==> src/rtl/pipeline_mem_arbiter.sv <==
// pipeline_mem_arbiter: one memory port shared by fetch and data.
// Data wins ties; STALL holds the pipeline until both accesses finish.
module pipeline_mem_arbiter #(
  parameter int ADDR_W = 32,
  parameter int DATA_W = 32
) (
  input  logic              CLK,
  input  logic              RESET,
  input  logic              IREAD,
  input  logic [ADDR_W-1:0] IADDR,
  output logic [DATA_W-1:0] IREADDATA,
  output logic              IBUSYWAIT,
  input  logic              DREAD,
  input  logic              DWRITE,
  input  logic [ADDR_W-1:0] DADDR,
  input  logic [DATA_W-1:0] DWRITEDATA,
  output logic [DATA_W-1:0] DREADDATA,
  output logic              DBUSYWAIT,
  output logic              STALL,
  output logic              MEM_READ,
  output logic              MEM_WRITE,
  output logic [ADDR_W-1:0] MEM_ADDRESS,
  output logic [DATA_W-1:0] MEM_WRITEDATA,
  input  logic [DATA_W-1:0] MEM_READDATA,
  input  logic              MEM_BUSYWAIT
);

  typedef enum logic [1:0] {
    IDLE,
    SERVE_D,
    SERVE_I
  } state_t;

  state_t state, state_n;
  logic   done_i, done_d, first;
  logic   dreq, pend_i, pend_d;
  logic   comp, grant_i, grant_d;
  logic   comp_i, comp_d;

  assign dreq      = DREAD | DWRITE;
  assign pend_d    = dreq & ~done_d;
  assign pend_i    = IREAD & ~done_i;
  assign DBUSYWAIT = pend_d;
  assign IBUSYWAIT = pend_i;
  assign STALL     = pend_d | pend_i;

  // The first serve cycle never completes, whatever the memory says.
  assign comp   = (state != IDLE) & ~first & ~MEM_BUSYWAIT;
  assign comp_d = comp & (state == SERVE_D);
  assign comp_i = comp & (state == SERVE_I);

  always_comb begin
    state_n = state;
    grant_d = 1'b0;
    grant_i = 1'b0;
    unique case (state)
      IDLE: begin
        if (pend_d)      grant_d = 1'b1;
        else if (pend_i) grant_i = 1'b1;
      end
      SERVE_D: begin
        if (comp) begin
          if (pend_i) grant_i = 1'b1;
          else        state_n = IDLE;
        end
      end
      SERVE_I: begin
        if (comp) begin
          if (pend_d) grant_d = 1'b1;
          else        state_n = IDLE;
        end
      end
      default: state_n = IDLE;
    endcase
    if (grant_d) state_n = SERVE_D;
    if (grant_i) state_n = SERVE_I;
  end

  always_ff @(posedge CLK or posedge RESET) begin
    if (RESET) begin
      state         <= IDLE;
      first         <= 1'b0;
      done_i        <= 1'b0;
      done_d        <= 1'b0;
      MEM_READ      <= 1'b0;
      MEM_WRITE     <= 1'b0;
      MEM_ADDRESS   <= '0;
      MEM_WRITEDATA <= '0;
      IREADDATA     <= '0;
      DREADDATA     <= '0;
    end else begin
      state  <= state_n;
      first  <= grant_d | grant_i;
      // Done sticks until the pipeline advances or the request goes away.
      done_d <= (done_d | comp_d) & STALL & dreq;
      done_i <= (done_i | comp_i) & STALL & IREAD;
      if (comp) begin
        MEM_READ  <= 1'b0;
        MEM_WRITE <= 1'b0;
      end
      if (comp_d && MEM_READ) DREADDATA <= MEM_READDATA;
      if (comp_i)             IREADDATA <= MEM_READDATA;
      if (grant_d) begin
        MEM_READ      <= DREAD & ~DWRITE;
        MEM_WRITE     <= DWRITE;
        MEM_ADDRESS   <= DADDR;
        MEM_WRITEDATA <= DWRITEDATA;
      end
      if (grant_i) begin
        MEM_READ    <= 1'b1;
        MEM_WRITE   <= 1'b0;
        MEM_ADDRESS <= IADDR;
      end
    end
  end

endmodule

==> config.mk <==
export PLATFORM = sky130hd
export DESIGN_NAME = pipeline_mem_arbiter
export DESIGN_NICKNAME = d
export VERILOG_FILES = /design/src/rtl/pipeline_mem_arbiter.sv
export SDC_FILE = /design/constraint.sdc
export NUM_CORES = 1
export LEC_CHECK = 0
export BUFFER_PORTS_ARGS = -buffer_cell sky130_fd_sc_hd__buf_2
export CORE_ASPECT_RATIO = 1.75
export CORE_MARGIN = 5
export CORE_UTILIZATION = 45
export DETAILED_ROUTE_END_ITERATION = 10
export MAX_ROUTING_LAYER = met4
export PLACE_DENSITY = 0.79
export SLEW_MARGIN = 40
export SYNTH_ARGS = -nofsm -noshare
export SYNTH_HDL_FRONTEND = slang
export SYNTH_SLANG_ARGS = --single-unit
export TNS_END_PERCENT = 10
==> constraint.sdc <==
create_clock -name CLK -period 10.65 [get_ports CLK]
set_clock_uncertainty 0.05 [all_clocks]
set_input_delay 2.13 -clock CLK [delete_from_list [all_inputs] [get_ports CLK]]
set_output_delay 2.13 -clock CLK [all_outputs]
set_load 0.05 [all_outputs]
After elaboration in Yosys (flattened, before gate mapping) --
Cells that the tools add are included.
Cells by class: eq/ne operators 7, bitwise operators 21, reductions and logical operators 6, muxes and demuxes 21
Operators by type and width (count):
- 32-bit 2-to-1 mux | 2
- 4-bit != test (second input constant) | 4
- 2-bit 2-to-1 mux | 6
- 1-bit AND | 11
- 1-bit 2-to-1 mux | 10
- 2-bit one-hot mux with 3 select lines | 1
- 1-bit inverter | 5
- 1-bit OR | 5
- 5-bit AND reduction | 1
- 1-bit one-hot mux with 2 select lines | 2
- 2-bit nonzero test | 2
- 3-bit != test (second input constant) | 1
- 3-bit nonzero test | 1
- 2-bit by 1-bit equality test with 1-bit output (second input constant) | 1
- 2-bit equality test (second input constant) | 1
- 2-bit zero test | 1
- 1-bit logical AND | 1
Storage, ports and cells: input bits 134, flip-flop bits (word level) 135

Longest topological paths before layout --
Gate-level depths: netlist (run 1).
word-level depth 7, gate-level depth with buffers 6, depth with buffers taken out 4

Worst setup path before layout (run 1) --
OpenSTA, ideal clock, no wires.
path type in2out, start point input DREAD, end point output STALL, stages 2, slack 5.789 ns, arrival time 2.681 ns, buffers on the path 0, path through o21bai_4 > nand2_1
Between the ends: longest elaborated chain between the ends 3
RTL lines:
- from (decl) | RTL line 13 | input logic DREAD,
- 1-bit OR | RTL line 40 | assign dreq = DREAD | DWRITE;
- 1-bit AND | RTL line 41 | assign pend_d = dreq & ~done_d;
- 1-bit OR | RTL line 45 | assign STALL = pend_d | pend_i;
- to (decl) | RTL line 19 | output logic STALL,
No other way between the ends.

Worst setup path in the final report (run 1) --
Same ends and word-level chain as after synthesis.

==> flow_summary.json, run 1 <==
{
  "outcome": "complete, no violations",
  "crit_top_cell": "buf_2",
  "setup_viol": 0,
  "chipHeight_um": 154.8,
  "cts_tree": "yes",
  "wire_per_inst_um": 18.02,
  "globalplace.congestion": 0.7889,
  "fin_crit_ps": 5091,
  "antenna_found_initial": 1,
  "num-fill-cells": 948,
  "hold_path_depth": 1,
  "critPathSlowestCell": "o21bai_4",
  "vias_per_cell": 5.168,
  "cts_setup_buffers": 0,
  "final_cells": 768,
  "dieWidth_um": 92.72,
  "port_buffers": 266,
  "cts_made_buffers": 17,
  "io_pins": 267,
  "remaining_drc_errors": 0,
  "h-tree-depth": 4,
  "ctsResizeCount": 0,
  "clock_latency_ps": 400,
  "grt_pass1_vias": 4455,
  "finalNetCount": 752,
  "final_cell_mix": "266 x buf_2, 135 x dfrtp_1, 92 x mux2_2",
  "crit_required_ps": 8470,
  "grt_max_degree": 73,
  "finalMaxSlewViolations": 0,
  "wirelength_um": 13840,
  "synthCells": 348,
  "drt_iter0_drc": 102,
  "synth.net_count": 482,
  "cpPeakStageDelay_ps": 250,
  "synth.ff_latch_count": 135,
  "clock_path_buffers": 2,
  "dr.pass1.iters": 4,
  "ant_nets": 0,
  "yosysWarningCount": 0,
  "drive_gt1_share_pct": 63.97,
  "reg2regPathDepth": 4,
  "ys_types": 31,
  "worstSetupPathType": "primary input to output port",
  "path_clk_slew_ps": 60,
  "final_common_cell": "buf_2",
  "path_depth": 4,
  "cts_hold_buf": 0,
  "clockRootBuffer": "clkbuf_16",
  "relSlewSlack_pct": 48.75,
  "netlist_area_mm2": 0.005388,
  "grt_overflow": 0,
  "area_delta_synth_final_pct": 37.16,
  "seqCellArea_mm2": 0.003378,
  "holdWs_ps": 433.6,
  "clock-sinks": 135,
  "setup-tns-final_ps": 0,
  "rows": 53,
  "path_max_fanout": 7,
  "die_area_mm2": 0.01435,
  "dp_hpwl_um": 10410,
  "crit_path_cell_trace": "buf_2, o21bai_4, nand2_1, buf_2",
  "multi_input_area_mm2": 0.001842,
  "cp_top_family": "buffers and inverters",
  "timing.critical_path.from_type": "primary input",
  "grtUsageTotal_pct": 20.16,
  "cp.arrival_ps": 2910,
  "ys_seq_area_share_pct": 62.70,
  "hp-class": "register to register",
  "cp-end-kind": "output port",
  "initial_core_util_pct": 45.39,
  "rsz0062_at_grt": "no",
  "grt_pass1_wl_um": 22000,
  "fmax_ghz": 0.1964,
  "fin_crit_sh_pct": 47.80,
  "cap_violations": 0,
  "finalHoldViolCount": 0,
  "worst_slew_pin_slew_ps": 768.8,
  "crit_buf_inv": 2,
  "dp_cells": 736,
  "core_area_mm2": 0.01187,
  "vias": 3969,
  "synth.avg_cell_area_um2": 15.48
}
[routing by layer]
metal / up-vias / GRT usage [%] / routed length [um]
met5: - / - / 0
met4: 0 / 8.456 / 352
met3: 28 / 4.234 / 853
met1: 1946 / 21.96 / 5090
met2: 182 / 35.35 / 7543
li1: 1813 / - / -
[sequential cells by signal, indices dropped and copies added (netlist names)]
register,cells
MEM_ADDRESS,32
done_i,1
first,1
DREADDATA,32
done_d,1
state,2
MEM_WRITEDATA,32
MEM_READ,1
IREADDATA,32
MEM_WRITE,1
[final cells by class]
| type | instances | area share, % |
|---|---|---|
| clock buffer | 18 | 5.943 |
| clock inverter | 13 | 1.947 |
| tap | 137 | 2.320 |
| timing repair buffer | 271 | 18.85 |
| antenna | 1 | 0.03386 |
| sequential | 135 | 45.72 |
| inverter | 4 | 0.2709 |
| multi-input combinational | 189 | 24.92 |
[kinds of logic after synthesis]
family	Yosys count	share of synthesized area, %
DFF	135	62.70
muxes	97	20.25
and+or+nand+nor	47	5.644
AOI/OAI and AO/OA	45	8.175
buffers and inverters	24	3.228
[Yosys cell counts (all sizes together)]
master  count  area (um2)
a21oi       2       10.01
a221o      32       320.3
a22oi       2       28.78
a32o        1       10.01
and2       32       200.2
buf        18       151.4
clkbuf      2       7.510
dfrtp     135        3378
inv         4       15.01
mux2       96        1081
mux2i       1       10.01
nand2       2       7.510
nand2b      1       6.260
nand4b      1       8.760
nor2        6       25.03
nor2b       2       12.51
nor3        1       10.01
nor4b       1       23.77
o211a       1       10.01
o21a        1       8.760
o21ai       3       15.01
o21bai      1       18.77
o22ai       2       18.77
or4b        1       10.01
[final timing paths]
check                             startpoint                 to  slack (ps)
worst max-delay path                   DREAD              STALL        5560
worst min-delay path            IREADDATA[1]       IREADDATA[1]         430
worst max register to register         first  MEM_WRITEDATA[10]        8650
worst min register to register  IREADDATA[1]       IREADDATA[1]         430
max in group asynchronous              RESET       IREADDATA[4]        7750
min in group asynchronous              RESET      DREADDATA[26]        1760
[per-stage QoR]
step / setup WS [ps] / utilization, % / cell area, um2
6_report: 5559 / 62.25 / 7390
5_1_grt: 5510 / 62.25 / 7390
4_1_cts: 5565 / 62.18 / 7381
3_5_place_dp: 5569 / 57.27 / 6798
3_3_place_gp: 5566 / 57.04 / 6770
2_1_floorplan: 4859 / - / 5388
Power of run 1 is left out: the tool's default activity adds up to more than one toggle a clock period on the data nets, which glitch-free logic cannot reach.
==> run 2: changes to the inputs <==
clock period = 4.7 ns   (was 10.65 ns; I/O delays follow)
==> run 2 against run 1 <==
Non-clock buffer count stayed put. First-iteration DRC count grew 46%. Sequential share of layout area shrank 0.30 points. Critical path depth did not move. Core utilization grew 0.41 points. Routed wire length rose by 0.32%. Cell count increased by 0.13%. Critical endpoint unchanged.
==> flow_summary.json, run 2 (synthesis gave the netlist of run 1 again) <==
{
  "outcome": "complete, no violations",
  "antenna_found_initial": 1,
  "dieWidth_um": 92.72,
  "cp.arrival_ps": 1720,
  "initial_core_util_pct": 45.39,
  "fin_crit_sh_pct": 57.57,
  "clockRootBuffer": "clkbuf_16",
  "utilization_pct": 62.66,
  "fmax_ghz": 0.3696,
  "finalHoldViolCount": 0,
  "fin_crit_ps": 2706,
  "worstSetupPathType": "primary input to output port",
  "vias_per_cell": 5.196,
  "num-fill-cells": 915,
  "chipHeight_um": 154.8,
  "path_clk_slew_ps": 60,
  "cts_hold_buf": 0,
  "rows": 53,
  "finalMaxSlewViolations": 0,
  "holdWs_ps": 428.8,
  "cts_made_buffers": 17,
  "ctsResizeCount": 0,
  "h-tree-depth": 4,
  "timing.critical_path.from_type": "primary input",
  "setup_viol": 0,
  "path_max_fanout": 7,
  "drt_iter0_drc": 149,
  "grt_pass1_wl_um": 21870,
  "port_buffers": 266,
  "globalplace.congestion": 0.7830,
  "clock_latency_ps": 400,
  "final_cell_mix": "266 x buf_2, 135 x dfrtp_1, 92 x mux2_2",
  "finalNetCount": 752,
  "vias": 3996,
  "area_delta_synth_final_pct": 38.06,
  "crit_required_ps": 3710,
  "cap_violations": 0,
  "dpl-instance-area_mm2": 0.006800,
  "cts_tree": "yes",
  "grt_overflow": 0,
  "drive_gt1_share_pct": 63.87,
  "grt_max_degree": 74,
  "worst_slew_pin_slew_ps": 750.3,
  "io_pins": 267,
  "setup-tns-final_ps": 0,
  "grtUsageTotal_pct": 19.90,
  "clock-sinks": 135,
  "dp_hpwl_um": 10250,
  "die_area_mm2": 0.01435,
  "stdcell_area_mm2": 0.007438,
  "cts_setup_buffers": 0,
  "ant_nets": 0,
  "wire_per_inst_um": 18.05,
  "rsz0062_at_grt": "no",
  "final_common_cell": "buf_2",
  "wirelength_um": 13880,
  "relSlewSlack_pct": 49.98,
  "dr.pass1.iters": 4,
  "remaining_drc_errors": 0,
  "hp-class": "register to register",
  "cp-end-kind": "output port",
  "core_area_mm2": 0.01187,
  "clock_path_buffers": 2,
  "grt_pass1_vias": 4445
}
run 2: worst max-delay path: stages:
cell,delay [ps]
buf_2,120
o21bai_4,250
nand2_1,150
buf_2,240
run 2: routing by layer:
layer / wire length, um / global-route usage, % / part of all wire, %
met1: 5142 / 21.83 / 37
met3: 829 / 4.185 / 6.0
met5: 0 / - / 0
met4: 337 / 8.526 / 2.4
met2: 7574 / 34.66 / 55
run 2: final cells by class:
type / count / area, um2 / share of cell area (%)
flip-flops and latches: 135 / 3378 / 45.42
multi-input cells: 189 / 1842 / 24.76
repair buffers: 271 / 1389 / 18.67
clock buffers: 19 / 442.9 / 5.955
clock inverters: 13 / 192.7 / 2.590
well taps: 137 / 171.4 / 2.304
inverters: 4 / 20.02 / 0.2691
diodes: 1 / 2.502 / 0.03364
run 2: metrics by stage:
| step | cells | setup WS [ps] |
|---|---|---|
| after floorplan | 348 | 98.89 |
| after global placement | 735 | 2011 |
| after detailed placement | 736 | 1991 |
| after CTS | 768 | 1991 |
| after global routing | 769 | 1942 |
| final | 769 | 1994 |
run 2: path summary, 6_finish.rpt:
| kind | from | depth (start not counted) | slack (ps) | endpoint |
|---|---|---|---|---|
| worst max-delay path | DREAD | 4 | 1990 | STALL |
| worst min-delay path | IREADDATA[0] | 1 | 430 | IREADDATA[0] |
| worst max register to register | first | 4 | 2710 | MEM_WRITEDATA[9] |
| worst min register to register | IREADDATA[0] | 1 | 430 | IREADDATA[0] |
| max in group asynchronous | RESET | 3 | 3210 | IREADDATA[4] |
| min in group asynchronous | RESET | 2 | 600 | MEM_ADDRESS[13] |
Power of run 2 is left out for the same reason.
